## config.mk

```make
export PLATFORM = sky130hd
export DESIGN_NAME = load_store_unit
export DESIGN_NICKNAME = d
export VERILOG_FILES = /design/src/rtl/load_store_unit_pkg.sv /design/src/rtl/load_store_unit_load_align.sv /design/src/rtl/load_store_unit.sv
export SDC_FILE = /design/constraint.sdc
export NUM_CORES = 1
export LEC_CHECK = 0
export CORE_MARGIN = 3
export CORE_UTILIZATION = 30
export CTS_CLUSTER_DIAMETER = 80
export DETAILED_ROUTE_END_ITERATION = 12
export SLEW_MARGIN = 30
export SYNTH_ARGS = -nofsm -noshare
export SYNTH_HDL_FRONTEND = slang
export SYNTH_SLANG_ARGS = --single-unit
```

## constraint.sdc

```tcl
create_clock -name clk -period 3.9 [get_ports clk]
set_input_delay 1.17 -clock clk [delete_from_list [all_inputs] [get_ports clk]]
set_output_delay 1.17 -clock clk [all_outputs]
set_load 0.01 [all_outputs]
```

## src/rtl/load_store_unit_pkg.sv

```systemverilog
// load_store_unit_pkg: funct3 width codes, FSM states and byte-lane helpers shared by the LSU
package load_store_unit_pkg;
  localparam int LSU_XLEN = 32;
  localparam logic [2:0] F3_B = 3'b000, F3_H = 3'b001, F3_W = 3'b010, F3_BU = 3'b100, F3_HU = 3'b101;
  typedef enum logic [1:0] {IDLE, REQ, WAIT, DONE} lsu_state_e;
  function automatic logic access_ok(input logic we, input logic [2:0] f3, input logic [1:0] off);
    return (we ? (f3 == F3_B || f3 == F3_H || f3 == F3_W)
               : (f3 == F3_B || f3 == F3_H || f3 == F3_W || f3 == F3_BU || f3 == F3_HU))
           && !(f3[1:0] == 2'b01 && off[0]) && !(f3[1:0] == 2'b10 && off != 2'b00);
  endfunction
  function automatic logic [3:0] lane_be(input logic [1:0] sz, input logic [1:0] off);
    return sz == 2'b10 ? 4'b1111 : sz == 2'b01 ? 4'b0011 << {off[1], 1'b0} : 4'b0001 << off;
  endfunction
  function automatic logic [31:0] lane_wdata(input logic [1:0] sz, input logic [31:0] wd);
    return sz == 2'b00 ? {4{wd[7:0]}} : sz == 2'b01 ? {2{wd[15:0]}} : wd;
  endfunction
endpackage

```

## src/rtl/load_store_unit_load_align.sv

```systemverilog
// load_align: picks the addressed lane of a read word and sign/zero-extends it (funct3, off, word -> data)
module load_align
  import load_store_unit_pkg::*;
#(
  parameter int XLEN = LSU_XLEN
) (
  input  logic [2:0]      funct3,
  input  logic [1:0]      off,
  input  logic [XLEN-1:0] word,
  output logic [XLEN-1:0] data
);
  logic [XLEN-1:0] w;
  always_comb begin
    w = word >> {off, 3'b000};
    data = funct3 == F3_B  ? {{(XLEN-8){w[7]}}, w[7:0]} :
           funct3 == F3_H  ? {{(XLEN-16){w[15]}}, w[15:0]} :
           funct3 == F3_BU ? {{(XLEN-8){1'b0}}, w[7:0]} :
           funct3 == F3_HU ? {{(XLEN-16){1'b0}}, w[15:0]} : word;
  end
endmodule

```

## src/rtl/load_store_unit.sv

```systemverilog
// load_store_unit: RV32I load/store FSM; req_* from execute, resp_* completion, mem_* word-wide memory port
module load_store_unit
  import load_store_unit_pkg::*;
#(
  parameter int XLEN = LSU_XLEN
) (
  input  logic            clk,
  input  logic            rst,
  input  logic            req_valid,
  output logic            req_ready,
  input  logic            req_we,
  input  logic [2:0]      funct3,
  input  logic [XLEN-1:0] addr,
  input  logic [XLEN-1:0] wdata,
  output logic            resp_valid,
  output logic [XLEN-1:0] rdata,
  output logic            err,
  output logic            mem_valid,
  input  logic            mem_ready,
  output logic            mem_we,
  output logic [XLEN-1:0] mem_addr,
  output logic [3:0]      mem_be,
  output logic [XLEN-1:0] mem_wdata,
  input  logic [XLEN-1:0] mem_rdata,
  input  logic            mem_rvalid
);
  lsu_state_e state_q, state_d;
  logic we_q, we_d, err_q, err_d;
  logic [2:0] f3_q, f3_d;
  logic [3:0] be_q, be_d;
  logic [XLEN-1:0] addr_q, addr_d, wdata_q, wdata_d, rdata_q, rdata_d, load_data;
  load_align #(.XLEN(XLEN)) u_align (.funct3(f3_q), .off(addr_q[1:0]), .word(mem_rdata), .data(load_data));
  always_comb begin
    state_d = state_q;
    we_d = we_q;
    f3_d = f3_q;
    addr_d = addr_q;
    be_d = be_q;
    wdata_d = wdata_q;
    rdata_d = rdata_q;
    err_d = err_q;
    case (state_q)
      IDLE: if (req_valid) begin
        we_d = req_we;
        f3_d = funct3;
        addr_d = addr;
        be_d = lane_be(funct3[1:0], addr[1:0]);
        wdata_d = lane_wdata(funct3[1:0], wdata);
        if (access_ok(req_we, funct3, addr[1:0])) state_d = REQ;
        else begin
          state_d = DONE;
          err_d = 1'b1;
          rdata_d = '0;
        end
      end
      REQ: if (mem_ready) begin
        state_d = we_q ? DONE : WAIT;
        if (we_q) begin
          rdata_d = '0;
          err_d = 1'b0;
        end
      end
      WAIT: if (mem_rvalid) begin
        state_d = DONE;
        rdata_d = load_data;
        err_d = 1'b0;
      end
      DONE: state_d = IDLE;
    endcase
  end
  always_ff @(posedge clk or posedge rst)
    if (rst) begin
      state_q <= IDLE;
      we_q <= 1'b0;
      f3_q <= '0;
      addr_q <= '0;
      be_q <= '0;
      wdata_q <= '0;
      rdata_q <= '0;
      err_q <= 1'b0;
    end else begin
      state_q <= state_d;
      we_q <= we_d;
      f3_q <= f3_d;
      addr_q <= addr_d;
      be_q <= be_d;
      wdata_q <= wdata_d;
      rdata_q <= rdata_d;
      err_q <= err_d;
    end
  assign req_ready = state_q == IDLE;
  assign resp_valid = state_q == DONE;
  assign mem_valid = state_q == REQ;
  assign mem_we = mem_valid & we_q;
  assign mem_addr = {addr_q[XLEN-1:2], 2'b00};
  assign mem_be = be_q;
  assign mem_wdata = wdata_q;
  assign rdata = rdata_q;
  assign err = err_q;
endmodule

```

* Yosys cells after proc, flatten, opt, wreduce, memory -nomap -nowiden
Cells that the tools add are included.
** Storage, ports and cells
- Register bits :: 107
- Latch bits :: 0
- Bits in writable memories :: 0
- Bits in read-only memories :: 0
- Output and inout bits :: 105
- Memories :: 0
** Operators by class
- $add $sub $neg :: 0
- Multiply operators :: 0
- Divide/modulo/power cells :: 0
- $lt $le $gt $ge :: 0
- Equal/unequal tests :: 17
- Shift operators :: 3
- Muxes and demuxes :: 27
- Bitwise logic cells :: 1
- Reduce and logical (&&, ||, !) cells :: 19
** Operator list (count)
- 32-bit 2-to-1 mux :: 11
- 32-bit case mux with 3 select lines :: 1
- 32-bit by 5-bit >> shifter with 16-bit output :: 1
- 3-bit == test, second input constant :: 4
- 2-bit 2-to-1 mux :: 4
- 4-bit 2-to-1 mux :: 2
- 2-bit case mux with 4 select lines :: 1
- 1-bit 2-to-1 mux :: 7
- 2-bit == test, second input constant :: 3
- 3-bit by 1-bit == test with 1-bit output, second input constant :: 2
- 3-bit logical NOT :: 2
- 2-bit != test, second input constant :: 3
- 6-bit AND reduction :: 1
- 2-bit by 1-bit == test with 1-bit output, second input constant :: 2
- 1-bit logical AND :: 4
- 2-bit logical NOT :: 2
- 1-bit logical OR :: 4
- 2-bit by 1-bit != test with 1-bit output, second input constant :: 2
- 1-bit by 2-bit left shift with 4-bit output, first input constant :: 1
- 2-bit by 2-bit left shift with 4-bit output, first input constant :: 1
- 3-bit by 2-bit == test with 1-bit output, second input constant :: 1
- 1-bit case mux with 3 select lines :: 1
- 3-bit AND reduction :: 1
- 3-bit nonzero test :: 1
- other kinds (4) :: 5

* Longest topological paths before layout
- Depth in word-level cells :: 11
- Mapped depth :: 8
- Depth with buffers taken out :: 6

* By module
A second synthesis with hierarchy kept.
** Second synthesis, totals
- Cells, all modules :: 569
- Area total of the unflattened synthesis :: 5824.3 sq um
** Modules (own cells, without submodules)
- load_store_unit :: times used 1, cells each 439, area an instance 4943.5 sq um, sequential area each 2677.6 sq um
- load_align :: times used 1, cells each 130, area an instance 880.8 sq um, sequential area each 0.0 sq um

* Worst setup path after synthesis
No wires, ideal clock.
- Path kind :: input-to-reg
- Start point :: input port mem_rdata[31]
- End point :: register rdata_q[16], in the netlist rdata[16]
- Library setup time :: 121 ps
- Data arrival time :: 2410 ps
- Data required time :: 3779 ps
- Slack :: 1369 ps
- Stages on the path :: 5
- Cells stage by stage :: mux4_2 > or4_4 > nand4_4 > buf_8 > o2bb2ai_1
** Between the ends
- Word-level cells in the longest chain between the ends :: 5
** RTL lines
- start, declared :: RTL line load_store_unit.sv:24 : input logic [XLEN-1:0] mem_rdata,
- 32-bit by 5-bit >> shifter with 16-bit output * :: RTL line load_store_unit_load_align.sv:14 : w = word >> {off, 3'b000};
- 32-bit 2-to-1 mux :: RTL line load_store_unit_load_align.sv:16 : funct3 == F3_H ? {{(XLEN-16){w[15]}}, w[15:0]} :
- 32-bit 2-to-1 mux * :: RTL line load_store_unit_load_align.sv:15 : data = funct3 == F3_B ? {{(XLEN-8){w[7]}}, w[7:0]} :
- 32-bit 2-to-1 mux * :: RTL line load_store_unit.sv:63 : WAIT: if (mem_rvalid) begin
- 32-bit case mux with 3 select lines * :: RTL line load_store_unit.sv:42 : case (state_q)
- end signal, assigned :: RTL line load_store_unit.sv:88 : rdata_q <= rdata_d;
- end, declared :: RTL line load_store_unit.sv:31 : logic [XLEN-1:0] addr_q, addr_d, wdata_q, wdata_d, rdata_q, rdata_d, load_data;
Mark *: on every way between the ends. The rest lies on a longest branch, timed or not. The select of a mux whose other input is x is not followed.
A chain may end at the register's enable or synchronous reset.

* Worst setup path in the final report
- Start point :: register state_q[0]
- End point :: output port req_ready
** Between the ends
- Word-level cells in the longest chain between the ends :: 1
** RTL lines
- start, declared :: RTL line load_store_unit.sv:27 : lsu_state_e state_q, state_d;
- start signal, assigned :: RTL line load_store_unit.sv:82 : state_q <= state_d;
- 2-bit logical NOT :: RTL line load_store_unit.sv:91 : assign req_ready = state_q == IDLE;
- end, declared :: RTL line load_store_unit.sv:10 : output logic req_ready,
No other way between the ends.

==> results.toml <==
[cts]
cts_tree = "yes"
clk_path_buf_depth = 2
cts_max_level = 3
clock-sinks = 107
root_buffer = "clkbuf_16"
clk_latency_ps = 350
cts_made_buffers = 9
cts_hold_buf = 0
postCtsSetupRepairBufs = 0
cts-resized-gates = 0
path_clk_slew_ps = 80

[setup_path]
endpoint_kind = "output port"
arrival_ps = 1930
critical_path_peak_fanout = 7
critPathKind = "flop to output port"
critPathRequiredTime_ps = 2730
start_kind = "flop"

[yosys]
synth-edff-count = 0
synth_commonest_cells = "dfrtp_1, mux2_2, mux2i_1"
synth_flop_cell = "dfrtp_1"
yosys.area.top_type = "dfrtp_1"
synthDistinctLibCells = 39
synthTopCellsByArea = "dfrtp_1, mux2_2, mux2i_1, buf_4, o2bb2ai_1"
synth-async-reset-ratio_pct = 100
synth_compound_area_share_pct = 16.3
synthCells = 480
ys_warn_count = 0
synth_adder_area_share_pct = 1.17
synth_most_common_cell = "dfrtp_1"
ys_ff_latch = 107
synth.avg_cell_area_sq_um = 11.2
seq_area_frac_synth_pct = 50.0
syn-cell-area_sq_um = 5360
synth.area.mux_share_pct = 17.1
synth-simple-area-share_pct = 6.31
synth_top_family_by_area = "multiplexers"
synth_top_area_share_pct = 50.0
synth-xor-area-share_pct = 0

[die]
rows = 48
core_sq_um = 17400
start_util_pct = 30.8
die_x_microns = 140
ios = 210
die_h_microns = 140
die_area_sq_um = 19500

[outcome]
outcome = "completed"

[power]
ir_drop_uv = 302
p_leak_nw = 3.27
p_per_area_nw_per_um2 = 769

[global_route]
grt_antenna_before_repair = 0
grt_pass1_wl_mm = 25.5
grt_max_degree = 49
overflow = 0
first_global_vias = 4539
grt_usage_pct = 16.3

[placed_design]
detailed_place_hpwl_mm = 11.7
place_ws_ps = 725
postPlaceCellArea_sq_um = 7450
port_buffers = 207
place.gp.congestion = 0.861

[finish]
final_cell_area_sq_um = 7750
final_nets = 756
drive_above_1_share_pct = 12.4
diodes = 0
area_growth_pct = 44.7
post-route-util_pct = 44.5
fillers = 1631

[sta]
rsz0062_at_grt = "no"
fin_ws_ps = 800
whs_ps = 484
finalSetupTns_ps = 0
max-slew-margin-rel_pct = 48.6
worst_slew_pin_slew_ps = 769
fmax_mhz = 323
finalSetupViolations = 0
hold_violations = 0
period_minus_slack_ps = 3100
slew_viol_final = 0
period_share_pct = 79.5
fin_worst_skew_ps = 8.45

[route]
drt_wl_total_mm = 15.6
drt_first_pass_iters = 4
wl_per_cell_microns = 17.8
num_vias = 4258
ant_nets = 0
drt-initial-drc-count = 179
drc = 0
viasPerCell = 4.86

[hold_path]
hp-class = "flop to flop"

[flow_run]
drv_cap = 0
state kept, by name, summed over array words and instances (netlist names):
name	count
addr_q	32
f3_q	3
we_q	1
rdata	32
state_q	2
mem_be	4
mem_wdata	32
err	1
report_power, final:
part | leakage (nW) | switching [mW] | internal, mW
logic | 1.79 | 1.36 | 1.64
registers | 1.34 | 0.401 | 1.63
clock network | 0.138 | 0.428 | 0.502
area by class of cell:
class | count | area [sq um] | share of cell area [%]
multi-input cells | 284 | 2200 | 28.4
inverters | 25 | 97.6 | 1.26
flip-flops and latches | 107 | 2680 | 34.6
well taps | 225 | 282 | 3.63
repair buffers | 219 | 2190 | 28.2
clock buffers | 9 | 225 | 2.91
clock inverters | 7 | 75.1 | 0.969
through the flow:
stage,power [mW],cells
after floorplan,3.75,481
after global placement,5.02,860
after detailed placement,5.09,860
after CTS,6.05,876
after global routing,6.37,876
final,5.96,876
critical path, cell delays in order, from the launching register on:
cell             delay, ps
dfrtp_1                430
inv_1                  140
ha_1                   390
clkdlybuf4s50_1        610
metal layers:
metal | vias up | GRT usage (%) | part of all wire [%]
met2 | 171 | 27.0 | 49
li1 | 2012 | - | -
met5 | - | 0 | 0
met4 | 0 | 5.51 | 1.7
met3 | 16 | 4.60 | 8.0
met1 | 2059 | 20.6 | 42
final timing paths:
kind / cells past startpoint / slack, ps / from / endpoint
min reg2reg: 2 / 480 / mem_wdata[15] / mem_wdata[15]
max: 3 / 800 / state_q[0] / req_ready
min in group asynchronous: 2 / 1200 / rst / addr_q[30]
max in group asynchronous: 3 / 1810 / rst / f3_q[1]
min: 2 / 480 / mem_wdata[15] / mem_wdata[15]
max reg2reg: 4 / 1520 / addr_q[0] / rdata[25]
cell families (layout without fill, tap and decap cells):
logic type | count (synthesis) | in the layout
muxes | 85 | 85
buffers and inverters | 90 | 260
adders and majority gates | 5 | 5
and+or+nand+nor | 68 | 68
DFF | 107 | 107
AOI/OAI and AO/OA | 124 | 124
other | 1 | 2
placed cells by master (no fill, tap or decap), types with 2 or more instances in the layout:
master and count:
a21oi_1 22, a22oi_1 18, a2bb2oi_1 7, buf_12 2, buf_4 10, clkbuf_16 9, clkdlybuf4s50_1 207, clkinvlp_4 4
conb_1 2, dfrtp_1 106, ha_1 5, inv_1 24, inv_6 2, mux2_2 43, mux2i_1 41, nand2_1 32
nand2b_1 4, nand4_1 2, nor2_1 13, nor2b_1 8, o21ai_0 31, o221ai_1 8, o2bb2ai_1 25, o32ai_1 6
(Power assumes the default switching activity.)
